<file path="src/rtl/nibble_serial_negate_ctrl_pkg.sv">
// Shared state encoding and datapath width for the nibble-serial negator.
`timescale 1ns/1ps
package nibble_serial_negate_ctrl_pkg;

  localparam int unsigned NIB_W = 4;

  typedef enum logic [1:0] {
    StIdle = 2'd0,
    StRun  = 2'd1,
    StDone = 2'd2
  } state_e;

endpackage

</file>
<file path="src/rtl/nibble_serial_negate_ctrl_nibble_neg_inc.sv">
// 4-bit invert-and-increment slice: {cout, s} = ~nib + cin.
`timescale 1ns/1ps
module nibble_neg_inc (
  input  logic [3:0] nib,
  input  logic       cin,
  output logic [3:0] s,
  output logic       cout
);

  assign {cout, s} = {1'b0, ~nib} + {4'b0000, cin};

endmodule

</file>
<file path="src/rtl/nibble_serial_negate_ctrl.sv">
// Two's-complement negator reusing one 4-bit slice, LSB nibble first, carry rippled per cycle.
// Optional NEG_OVF_DETECT_EN adds out_ovf, flagging the unrepresentable most-negative operand.
`timescale 1ns/1ps
module nibble_serial_negate_ctrl
  import nibble_serial_negate_ctrl_pkg::*;
#(
  parameter int unsigned WIDTH = 16
) (
  input  logic             clk,
  input  logic             rst_n,
  input  logic             in_valid,
  output logic             in_ready,
  input  logic [WIDTH-1:0] in_a,
  output logic             out_valid,
  input  logic             out_ready,
  output logic [WIDTH-1:0] out_neg,
  output logic             out_zero,
  output logic             busy
`ifdef NEG_OVF_DETECT_EN
  ,
  output logic             out_ovf
`endif
);

  localparam int unsigned NIBBLES = WIDTH / NIB_W;
  localparam int unsigned IdxW    = $clog2(NIBBLES);
  localparam logic [IdxW-1:0] LastIdx = IdxW'(NIBBLES - 1);

  state_e           state_q, state_d;
  logic [IdxW-1:0]  idx_q, idx_d;
  logic             carry_q, carry_d;
  logic [WIDTH-1:0] opnd_q, opnd_d;
  logic [WIDTH-1:0] result_q, result_d;

  logic [NIB_W-1:0] nib_in, nib_s;
  logic             nib_cout;

  assign nib_in = opnd_q[idx_q*NIB_W +: NIB_W];

  nibble_neg_inc u_nib (
    .nib  (nib_in),
    .cin  (carry_q),
    .s    (nib_s),
    .cout (nib_cout)
  );

`ifdef NEG_OVF_DETECT_EN
  localparam logic [WIDTH-1:0] MinVal = {1'b1, {(WIDTH-1){1'b0}}};
  logic ovf_q, ovf_d;
`endif

  always_comb begin
    state_d  = state_q;
    idx_d    = idx_q;
    carry_d  = carry_q;
    opnd_d   = opnd_q;
    result_d = result_q;
`ifdef NEG_OVF_DETECT_EN
    ovf_d    = ovf_q;
`endif
    unique case (state_q)
      StIdle: begin
        if (in_valid) begin
          opnd_d   = in_a;
          carry_d  = 1'b1;
          idx_d    = '0;
          result_d = '0;
          state_d  = StRun;
        end
      end
      StRun: begin
        result_d[idx_q*NIB_W +: NIB_W] = nib_s;
        carry_d = nib_cout;
        idx_d   = idx_q + 1'b1;
        if (idx_q == LastIdx) begin
          idx_d   = '0;
          state_d = StDone;
`ifdef NEG_OVF_DETECT_EN
          ovf_d   = (opnd_q == MinVal);
`endif
        end
      end
      StDone: begin
        if (out_ready) begin
          state_d = StIdle;
`ifdef NEG_OVF_DETECT_EN
          ovf_d   = 1'b0;
`endif
        end
      end
      default: state_d = StIdle;
    endcase
  end

  always_ff @(posedge clk or negedge rst_n) begin
    if (!rst_n) begin
      state_q  <= StIdle;
      idx_q    <= '0;
      carry_q  <= 1'b0;
      opnd_q   <= '0;
      result_q <= '0;
    end else begin
      state_q  <= state_d;
      idx_q    <= idx_d;
      carry_q  <= carry_d;
      opnd_q   <= opnd_d;
      result_q <= result_d;
    end
  end

`ifdef NEG_OVF_DETECT_EN
  always_ff @(posedge clk or negedge rst_n) begin
    if (!rst_n) ovf_q <= 1'b0;
    else        ovf_q <= ovf_d;
  end
  assign out_ovf = ovf_q;
`endif

  assign in_ready  = (state_q == StIdle);
  assign out_valid = (state_q == StDone);
  assign busy      = (state_q != StIdle);
  assign out_neg   = result_q;
  // Carry register holds intermediate values during RUN; expose it only once final.
  assign out_zero  = out_valid & carry_q;

endmodule

</file>
<file path="config.mk">
export PLATFORM = sky130hd
export DESIGN_NAME = nibble_serial_negate_ctrl
export DESIGN_NICKNAME = d
export VERILOG_FILES = /design/src/rtl/nibble_serial_negate_ctrl_pkg.sv /design/src/rtl/nibble_serial_negate_ctrl_nibble_neg_inc.sv /design/src/rtl/nibble_serial_negate_ctrl.sv
export SDC_FILE = /design/constraint.sdc
export NUM_CORES = 1
export LEC_CHECK = 0
export CORE_MARGIN = 2
export CORE_UTILIZATION = 40
export CTS_CLUSTER_SIZE = 24
export DETAILED_ROUTE_END_ITERATION = 8
export GPL_TIMING_DRIVEN = 0
export PLACE_DENSITY = 0.67
export REMOVE_ABC_BUFFERS = 1
export SLEW_MARGIN = 30
export SYNTH_ARGS = -nofsm -noshare
export SYNTH_HDL_FRONTEND = slang
export SYNTH_SLANG_ARGS = --single-unit
</file>
<file path="constraint.sdc">
create_clock -name clk -period 7.35 [get_ports clk]
set_clock_uncertainty 0.05 [all_clocks]
set_input_delay 1.1025 -clock clk [delete_from_list [all_inputs] [get_ports clk]]
set_output_delay 1.1025 -clock clk [all_outputs]
set_load 0.005 [all_outputs]
</file>
==> summary.txt <==
Outcome
  – Outcome: finished, final reports clean

Synthesis
  – YS warnings: 0
  – Synth Area in Adders: 4.95%
  – Synthesized-area fraction occupied by and/or/nand/nor cells: slightly below 10%
  – Cell count after synthesis: 137
  – Cell Area, Synth: 0.00177 mm2
  – Synth Area in Compound Gates: 12.5%
  – Largest family of logic cells by synthesized area: multiplexers
  – Synth unique cells: 34
  – Number of synthesized register bits: 37
  – Syn_area_per_cell: 12.9 um2
  – XOR/XNOR Fraction of Synth Area: 0.495%
  – Sequential area share after synthesis: 52.4%
  – Multiplexer area fraction after synthesis: 16.7%

Placed design
  – Post-DP HPWL: around 2700 um
  – GP Congestion: roughly 0.81
  – Post-Place Cells: approximately 220
  – Place WS: 4.45 ns
  – IO buf count: 39

Critical path
  – CP Cell Sequence: mux4_1 -> inv_1 -> ha_1 -> or2b_2 -> o22a_1 -> or3_4 -> a32o_1
  – CP Capture Type: register
  – WP data required: 7.49 ns
  – Crit Path Class: register to register
  – Crit start category: register
  – Arr. time, crit path: between 3 and 4 ns
  – Slowest CP cell: dfrtp_1
  – CP Max Fanout: 13
  – CP max stage delay: 0.68 ns

Cells and area
  – Area growth, synth to finish: 29.9%
  – Final #Nets: between 200 and 250
  – Ratio of cells with drive above 1 in the final layout: ~18%
  – Fin cells: between 200 and 250
  – Post-layout util: 53.5%
  – FILL cells: about 350
  – Number of diodes: 0

Floorplan
  – Die X-Extent: 70.5 um
  – Num rows: 24
  – Io pins: 40
  – Core area: between 0.004 and 0.005 mm2
  – Starting Density: roughly two fifths
  – Full die area: 0.00497 mm2
  – Die Y: 70.5 um

Power
  – Seq pwr share: 37.4%
  – Peak VDD IR: 0.200 mV
  – Leak pwr: 1.01 nW
  – Clock Power Share: 14.3%
  – Net load switching power: 0.000365 W
  – Pwr Density: 418 mW/mm2
  – Power Internal: 0.000597 W
  – Comb pwr share: 48.3%
  – Switching share of power: between 30% and 40%

Clock network
  – Clock buffer count from CTS: 5
  – CTS Buffer Depth: 2
  – Clk_lat worst skew: 0.30 ns
  – CTS tree: yes
  – Post-CTS Resized: 0
  – # hold bufs at CTS: 0
  – Root Driver: clkbuf_8
  – CTS sink cnt: 37
  – Htree depth: 2
  – Setup Buffers After CTS: 0
  – Worst-path clk slew: ~0.080 ns

Route
  – Drt first pass iters: 4
  – DR iter-0 viols: 76
  – Final ANT Viol Nets: 0
  – Post-route DRC: 0
  – Via count: roughly 1,200
  – DR WL/cell: ~16 um
  – Detailed-route vias per instance: approximately 5.2
  – Routed WL: approximately 3700 um

GRT
  – Antenna violations before repair: 0
  – Grt total ovfl: 0
  – Largest net degree at the start of global routing: 22
  – Total GRT Usage: around 17%
  – Vias in the first global route: 1,265
  – First-pass GRT wire length: 6300 um

STA
  – RSZ-0062 raised after global routing: no
  – Crit path time final: 2.92 ns
  – Worst slew margin: 47.5%
  – Tcrit/Tclk final: roughly two fifths
  – Setup TNS: 0 ns
  – Fmax achieved: 0.343 GHz
  – Final Hold Fails: 0
  – Setup ws final: 4.43 ns
  – Final setup viols: 0
  – Worst Tran Pin Value: 0.788 ns
  – Slew Viols, Final: 0

Job
  – Max-cap viol count: 0

Worst hold path
  – Hold WC Path Type: register to register
-- power groups by stage --
stage          Sequential (W)  Combinational, W  Clock, W
5_1_grt              0.000373          0.000508  0.000153
4_1_cts              0.000360          0.000467  0.000142
3_3_place_gp         0.000357          0.000449         0
3_5_place_dp         0.000364          0.000463         0
2_1_floorplan        0.000344          0.000302         0
6_report             0.000359          0.000464  0.000138
-- layer usage --
metal | part of all wire (%) | track usage [%] | wire length, um | up-vias
met4 | 1.8 | 6.41 | 66 | 0
met3 | 4.3 | 5.34 | 161 | 6
li1 | - | - | - | 580
met2 | 49 | 26.5 | 1850 | 38
met5 | 0 | 0 | 0 | -
met1 | 45 | 21.8 | 1670 | 586
-- flip-flops by register name, indices dropped and copies added, names as in the netlist --
name,cells
opnd_q,16
out_neg,16
idx_q,2
state_q,2
carry_q,1
-- kinds of logic after synthesis --
logic type | after synthesis
AOI/OAI and AO/OA | 27
xor gates and xnor gates | 1
adders and majority gates | 7
buffers and inverters | 12
DFF | 37
muxes | 24
and+or+nand+nor | 29
-- Yosys cell counts (all sizes together) --
library cell | number | area (um2)
nor4 | 1 | 6.26
o31ai | 2 | 15.0
nor2 | 2 | 7.51
nand3 | 3 | 15.0
nand2 | 10 | 37.5
and2 | 2 | 12.5
a21oi | 1 | 5.00
nor3 | 1 | 5.00
or2b | 1 | 8.76
mux2i | 4 | 40.0
clkbuf | 1 | 5.00
or4b | 1 | 10.0
a21o | 4 | 30.0
xor2 | 1 | 8.76
mux4 | 2 | 48.8
or3 | 2 | 17.5
nor3b | 1 | 12.5
nor2b | 2 | 12.5
buf | 4 | 26.3
mux2 | 18 | 206
nor4b | 1 | 15.0
o22a | 1 | 8.76
nand2b | 2 | 12.5
inv | 7 | 26.3
o21ai | 2 | 10.0
o211ai | 1 | 7.51
a32o | 3 | 30.0
ha | 7 | 87.6
a22o | 13 | 114
dfrtp | 37 | 926
-- area by class of cell --
cell class,count,area (um2),area share [%]
sequential,37,926,40.3
inverter,7,26.3,1.14
clock inverter,2,10.0,0.436
clock buffer,6,72.6,3.16
tap,52,65.1,2.83
multi-input combinational,88,785,34.2
timing repair buffer,40,413,18.0
-- worst paths after layout --
check / start / to / slack (ns) / cells after the start
setup / recovery: idx_q[0] / out_neg[11] / 4.43 / 7
min in group asynchronous: rst_n / out_neg[11] / 0.68 / 1
hold / removal: out_neg[7] / out_neg[7] / 0.45 / 1
hold reg to reg: out_neg[7] / out_neg[7] / 0.45 / 1
max in group asynchronous: rst_n / idx_q[1] / 6.12 / 2
setup reg to reg: idx_q[0] / out_neg[11] / 4.43 / 7
-- through the flow --
| stage | hold slack [ns] | instance area (um2) | total power, W |
|---|---|---|---|
| floorplan | 0.422 | 1740 | 0.000646 |
| global placement | 0.427 | 2190 | 0.000807 |
| detailed placement | 0.432 | 2210 | 0.000827 |
| CTS | 0.450 | 2300 | 0.000969 |
| global route | 0.469 | 2300 | 0.00103 |
| finish | 0.449 | 2300 | 0.000961 |
-- cells in the final DEF (no fill, tap or decap), types with 2 or more instances in the layout --
cell type and instances:
clkdlybuf4s50_1 38, dfrtp_1 37, mux2_2 17, a22o_1 13, nand2_1 10, inv_1 7
ha_1 7, clkbuf_8 5, mux2i_1 4, a21o_1 4, a32o_1 3, nand3_1 3
nor2_1 2, nor2b_1 2, and2_1 2, nand2b_1 2, o21ai_0 2, o31ai_1 2
clkinv_2 2
-- worst max-delay path: cells and delay by family, from the launching register on --
family,cells,cell delay (ns)
fa+ha+maj,1,0.18
buf+inv,1,0.08
simple gates,2,0.70
mux,1,0.62
compound gates,2,0.49
flops,1,0.68
Note: power is estimated with default switching activity, not from simulation.
==> RTL change 1 (config.mk and constraints unchanged) <==
Add a define of `NEG_OVF_DETECT_EN`.
--- a/src/rtl/nibble_serial_negate_ctrl.sv
+++ b/src/rtl/nibble_serial_negate_ctrl.sv
@@ -2,4 +2,6 @@
 // Optional NEG_OVF_DETECT_EN adds out_ovf, flagging the unrepresentable most-negative operand.
 `timescale 1ns/1ps
+`define NEG_OVF_DETECT_EN
+
 module nibble_serial_negate_ctrl
   import nibble_serial_negate_ctrl_pkg::*;
Formal check against the unedited RTL (old outputs only; new: out_ovf): equivalent (Yosys induction, for registers that start in step).
==> RTL change 1 against the unedited design <==
  * Maximum frequency increased by 2.2%
  * Final area up 3.5%
  * Non-clock buffer count is 1 higher
  * Worst setup slack better by 64 ps
  * Sequential cell count rose by 1
  * Routed wire length unchanged
  * Power is 4.6% higher
  * Area after synthesis grew 3.8%
  * Largest cell class unchanged
  * Largest power group unchanged
  * Highest routed layer unchanged
==> RTL change 1: results (changes against the unedited design) <==
post-synthesis mux area share: 16.30% (was 16.70%)
Leakage: 0.001024 µW (was 0.001009 µW)
Port Buffers: 40 (was 39)
top-area cell type share of the netlist area: 51.84% (was 52.37%)
Compound-Gate Fraction of Synth Area: 12.07% (was 12.46%)
top cells by area, synth: dfrtp_1, mux2_2, a22o_1 (unchanged)
vias in the first global route: 1,361 (was 1,265)
worst hold path startpoint: out_neg[12]$_DFFE_PN0P_ (was out_neg[7]$_DFFE_PN0P_)
worst-margin pin slew: 774.0 ps (was 787.9 ps)
slowest cell on the critical path: clkdlybuf4s50_1 (was dfrtp_1)
Post-CTS Setup Inserts: 0 (unchanged)
Max IR drop VDD: 0.2305 mV (was 0.2001 mV)
sequential fraction of the synthesis area: 51.84% (was 52.37%)
Tot GR Track Use: 17.00% (was 16.91%)
routed wire length: 3.746 mm (unchanged)
CP arrival: 1700 ps (was 3060 ps)
Vias: 1,311 (was 1,210)
status: finished clean (unchanged)
pre-CTS setup slack: 4498 ps (was 4454 ps)
CP delay by family, top: buffers and inverters (was simple AND/OR/NAND/NOR gates)
post-DR wirelength/cell: 15.48 µm (was 16.15 µm)
CP endpoint: out_zero (was out_neg[11]$_DFFE_PN0P_)
Setup crit start: state_q[1]$_DFFE_PN0P_ (was idx_q[0]$_DFFE_PN0P_)
GR Util met1: 21.64% (was 21.85%)
Hold Crit Endpoint: out_neg[12]$_DFFE_PN0P_ (was out_neg[7]$_DFFE_PN0P_)
synth unique cells: 36 (was 34)
RD Place Congestion: 0.7843 (was 0.8074)
met2 capacity usage during global routing: 28.40% (was 26.52%)
hpwl dp: 2.906 mm (was 2.747 mm)
Commonest cells post-synth: dfrtp_1, mux2_2, a22o_1, nand2_1, inv_1 (was dfrtp_1, mux2_2, a22o_1)
largest net degree at the start of global routing: 23 (was 22)
Worst Hold Slack: 448.2 ps (was 449.0 ps)
share of cells above drive strength 1: 15.79% (was 17.78%)
Synth Area in Adders: 4.093% (was 4.954%)
GR Layer Usage met3: 4.641% (was 5.339%)
initial DRC count: 88 (was 76)
Max FO, Critical Path: 8 (was 13)
Tcrit/Tclk final: 38.84% (was 39.71%)
placed inst area: 0.002286 mm² (was 0.002215 mm²)
Post-Synthesis Cells: 147 (was 137)
Crit path largest cell delay: 490 ps (was 680 ps)
first-pass GRT wire length: 6.713 mm (was 6.299 mm)
Post-Place Cells: 234 (was 224)
## RTL change 1: metal layers
layer / share of wire (%) / wire, µm
met5: 0 / 0
met4: 1.4 / 51
met3: 4.7 / 175
met2: 51 / 1911
met1: 43 / 1608
## RTL change 1: final cells by class
class                   instances  area [µm²]
flip-flops and latches         38       950.9
clock buffers                   7       86.33
well taps                      52       65.06
clock inverters                 1       5.005
repair buffers                 41       422.9
inverters                       7       26.28
multi-input cells              96       820.8
fillers                       373        2007
## RTL change 1: report_power, final
group	switching (µW)	total (µW)	leakage (µW)	internal (µW)
logic	217	474	0.000491	258
clock network	70.6	146	0.0000482	75.6
registers	85.1	385	0.000484	300
total	372	1010	0.00102	633
## RTL change 1: per-stage QoR
step | util (%) | total power, µW
3_3_place_gp | 51.63 | 850.5
6_report | 54.22 | 1005
5_1_grt | 54.22 | 1090
4_1_cts | 54.22 | 1017
2_1_floorplan | - | 673.8
3_5_place_dp | 52.14 | 868.5
==> RTL change 2 (same settings) <==
Without the edit above. Take the reset off `result_q` and load it in a clocked block of its own.
--- a/src/rtl/nibble_serial_negate_ctrl.sv
+++ b/src/rtl/nibble_serial_negate_ctrl.sv
@@ -99,5 +99,4 @@
       carry_q  <= 1'b0;
       opnd_q   <= '0;
-      result_q <= '0;
     end else begin
       state_q  <= state_d;
@@ -105,6 +104,9 @@
       carry_q  <= carry_d;
       opnd_q   <= opnd_d;
-      result_q <= result_d;
     end
+  end
+
+  always_ff @(posedge clk) begin
+    result_q <= result_d;
   end
 
Function: differs if rst_n is asserted again (counterexample within 4 cycles, from zero or initial values and one cycle with rst_n low); with rst_n held inactive, the same outputs for 10 cycles.
==> RTL change 2 against the unedited design <==
  * Final area rose by 3.0%
  * Via count rose by 14%
  * Sequential cell count did not move
  * Largest power group unchanged
  * Core utilization fell by 0.26 points
  * Area after synthesis rose by 6.2%
  * First-iteration DRC count rose by 12%
  * Worst setup slack improved by 180 ps
  * Power rose by 12%
  * Routed wire length fell by 3.6%
  * Highest routed layer unchanged
==> RTL change 2: results (changes against the unedited design) <==
status: finished clean (unchanged)
comb_multi_in: 136 (was 88)
share of cells above drive strength 1: 7.080% (was 17.78%)
post-DR wirelength/cell: 12.99 µm (was 16.15 µm)
top cells by area, synth: dfrtp_1, edfxtp_1, nand2_1 (was dfrtp_1, mux2_2, a22o_1)
sequential fraction of the synthesis area: 53.60% (was 52.37%)
number of clock buffers in the layout: 6 (unchanged)
Synth Area in Adders: 5.333% (was 4.954%)
clk tree area frac: 3.490% (was 3.595%)
initial DRC count: 85 (was 76)
worst-margin pin slew: 697.3 ps (was 787.9 ps)
Leakage: 0.001013 µW (was 0.001009 µW)
fraction of registers with async set/reset: 56.76% (was 100.0%)
Net Sw Frac: 38.76% (was 37.92%)
slowest cell on the critical path: nand2_1 (was dfrtp_1)
fillers: 422 (was 352)
flip-flop and latch area: 0.001006 mm² (was 925.9 µm²)
Commonest cells post-synth: nand2_1, dfrtp_1, edfxtp_1 (was dfrtp_1, mux2_2, a22o_1)
initial antenna violation count: 0 (unchanged)
clock root cell: clkbuf_8 (unchanged)
FF+latch count: 37 (unchanged)
Compound-Gate Fraction of Synth Area: 7.067% (was 12.46%)
hpwl dp: 2.652 mm (was 2.747 mm)
first-pass GRT wire length: 6.272 mm (was 6.299 mm)
fraction of area in multi-input gates: 34.00% (was 34.15%)
inverter count: 6 (was 7)
layout net count: 253 (was 206)
CP arrival: 2600 ps (was 3060 ps)
Max FO, Critical Path: 18 (was 13)
H-tree depth: 2 (unchanged)
Non-clock buffers: 39 (was 40)
xor and xnor fraction of the mapped netlist area: 1.333% (was 0.4954%)
Max IR drop VDD: 0.1527 mV (was 0.2001 mV)
Post-synth EDFFs: 16 (was 0)
vias in the first global route: 1,376 (was 1,265)
post-synthesis mux area share: 4.933% (was 16.70%)
signal buffers share of area: 16.29% (was 17.97%)
Tot GR Track Use: 15.68% (was 16.91%)
RD Place Congestion: 0.7281 (was 0.8074)
Clk pwr share: 12.6% (was 14.3%)
register share of total power: 38.4% (was 37.4%)
synth unique cells: 29 (was 34)
worst-skew pair later-pin latency: 290 ps
Post-CTS Setup Inserts: 0 (unchanged)
DR vias/cell: 4.978 (was 5.216)
RTL change 2: logic make-up after synthesis:
kind of cell	count (synthesis)
AND/OR/NAND/NOR	98
buffers and inverters	14
adder cells (fa/ha/maj)	8
flip-flops	37
AO/OA/AOI/OAI	23
XOR/XNOR	2
multiplexers	5
RTL change 2: worst paths after layout:
kind | startpoint | to | slack, ps | depth (start not counted)
min in group asynchronous | rst_n | opnd_q[8]$_DFFE_PN0P_ | 710 | 1
max reg2reg | idx_q[0]$_DFFE_PN0P_ | out_neg[11]$_SDFFCE_PN0P_ | 4880 | 7
max in group asynchronous | rst_n | opnd_q[9]$_DFFE_PN0P_ | 6220 | 1
min reg2reg | opnd_q[15]$_DFFE_PN0P_ | opnd_q[15]$_DFFE_PN0P_ | 420 | 2
max | in_valid | out_neg[0]$_SDFFCE_PN0P_ | 4610 | 3
min | opnd_q[15]$_DFFE_PN0P_ | opnd_q[15]$_DFFE_PN0P_ | 420 | 2
RTL change 2: metrics by stage:
step | cell area (µm²) | total power [µW] | setup WS, ps | std cells
after detailed placement | 2286 | 948.2 | 4273 | 270
after global routing | 2366 | 1166 | 4489 | 278
after global placement | 2286 | 935.0 | 4301 | 270
after floorplan | 1831 | 737.3 | 5116 | 179
final | 2366 | 1073 | 4614 | 278
after CTS | 2369 | 1085 | 4588 | 278
RTL change 2: per-layer routing:
layer | part of all wire, % | vias up | wire length, µm | GRT usage, %
li1 | - | 702 | - | -
met1 | 46 | 643 | 1677 | 21.25
met2 | 47 | 35 | 1712 | 23.55
met3 | 4.5 | 4 | 163 | 4.444
met4 | 1.6 | 0 | 58 | 6.996
met5 | 0 | - | 0 | 0
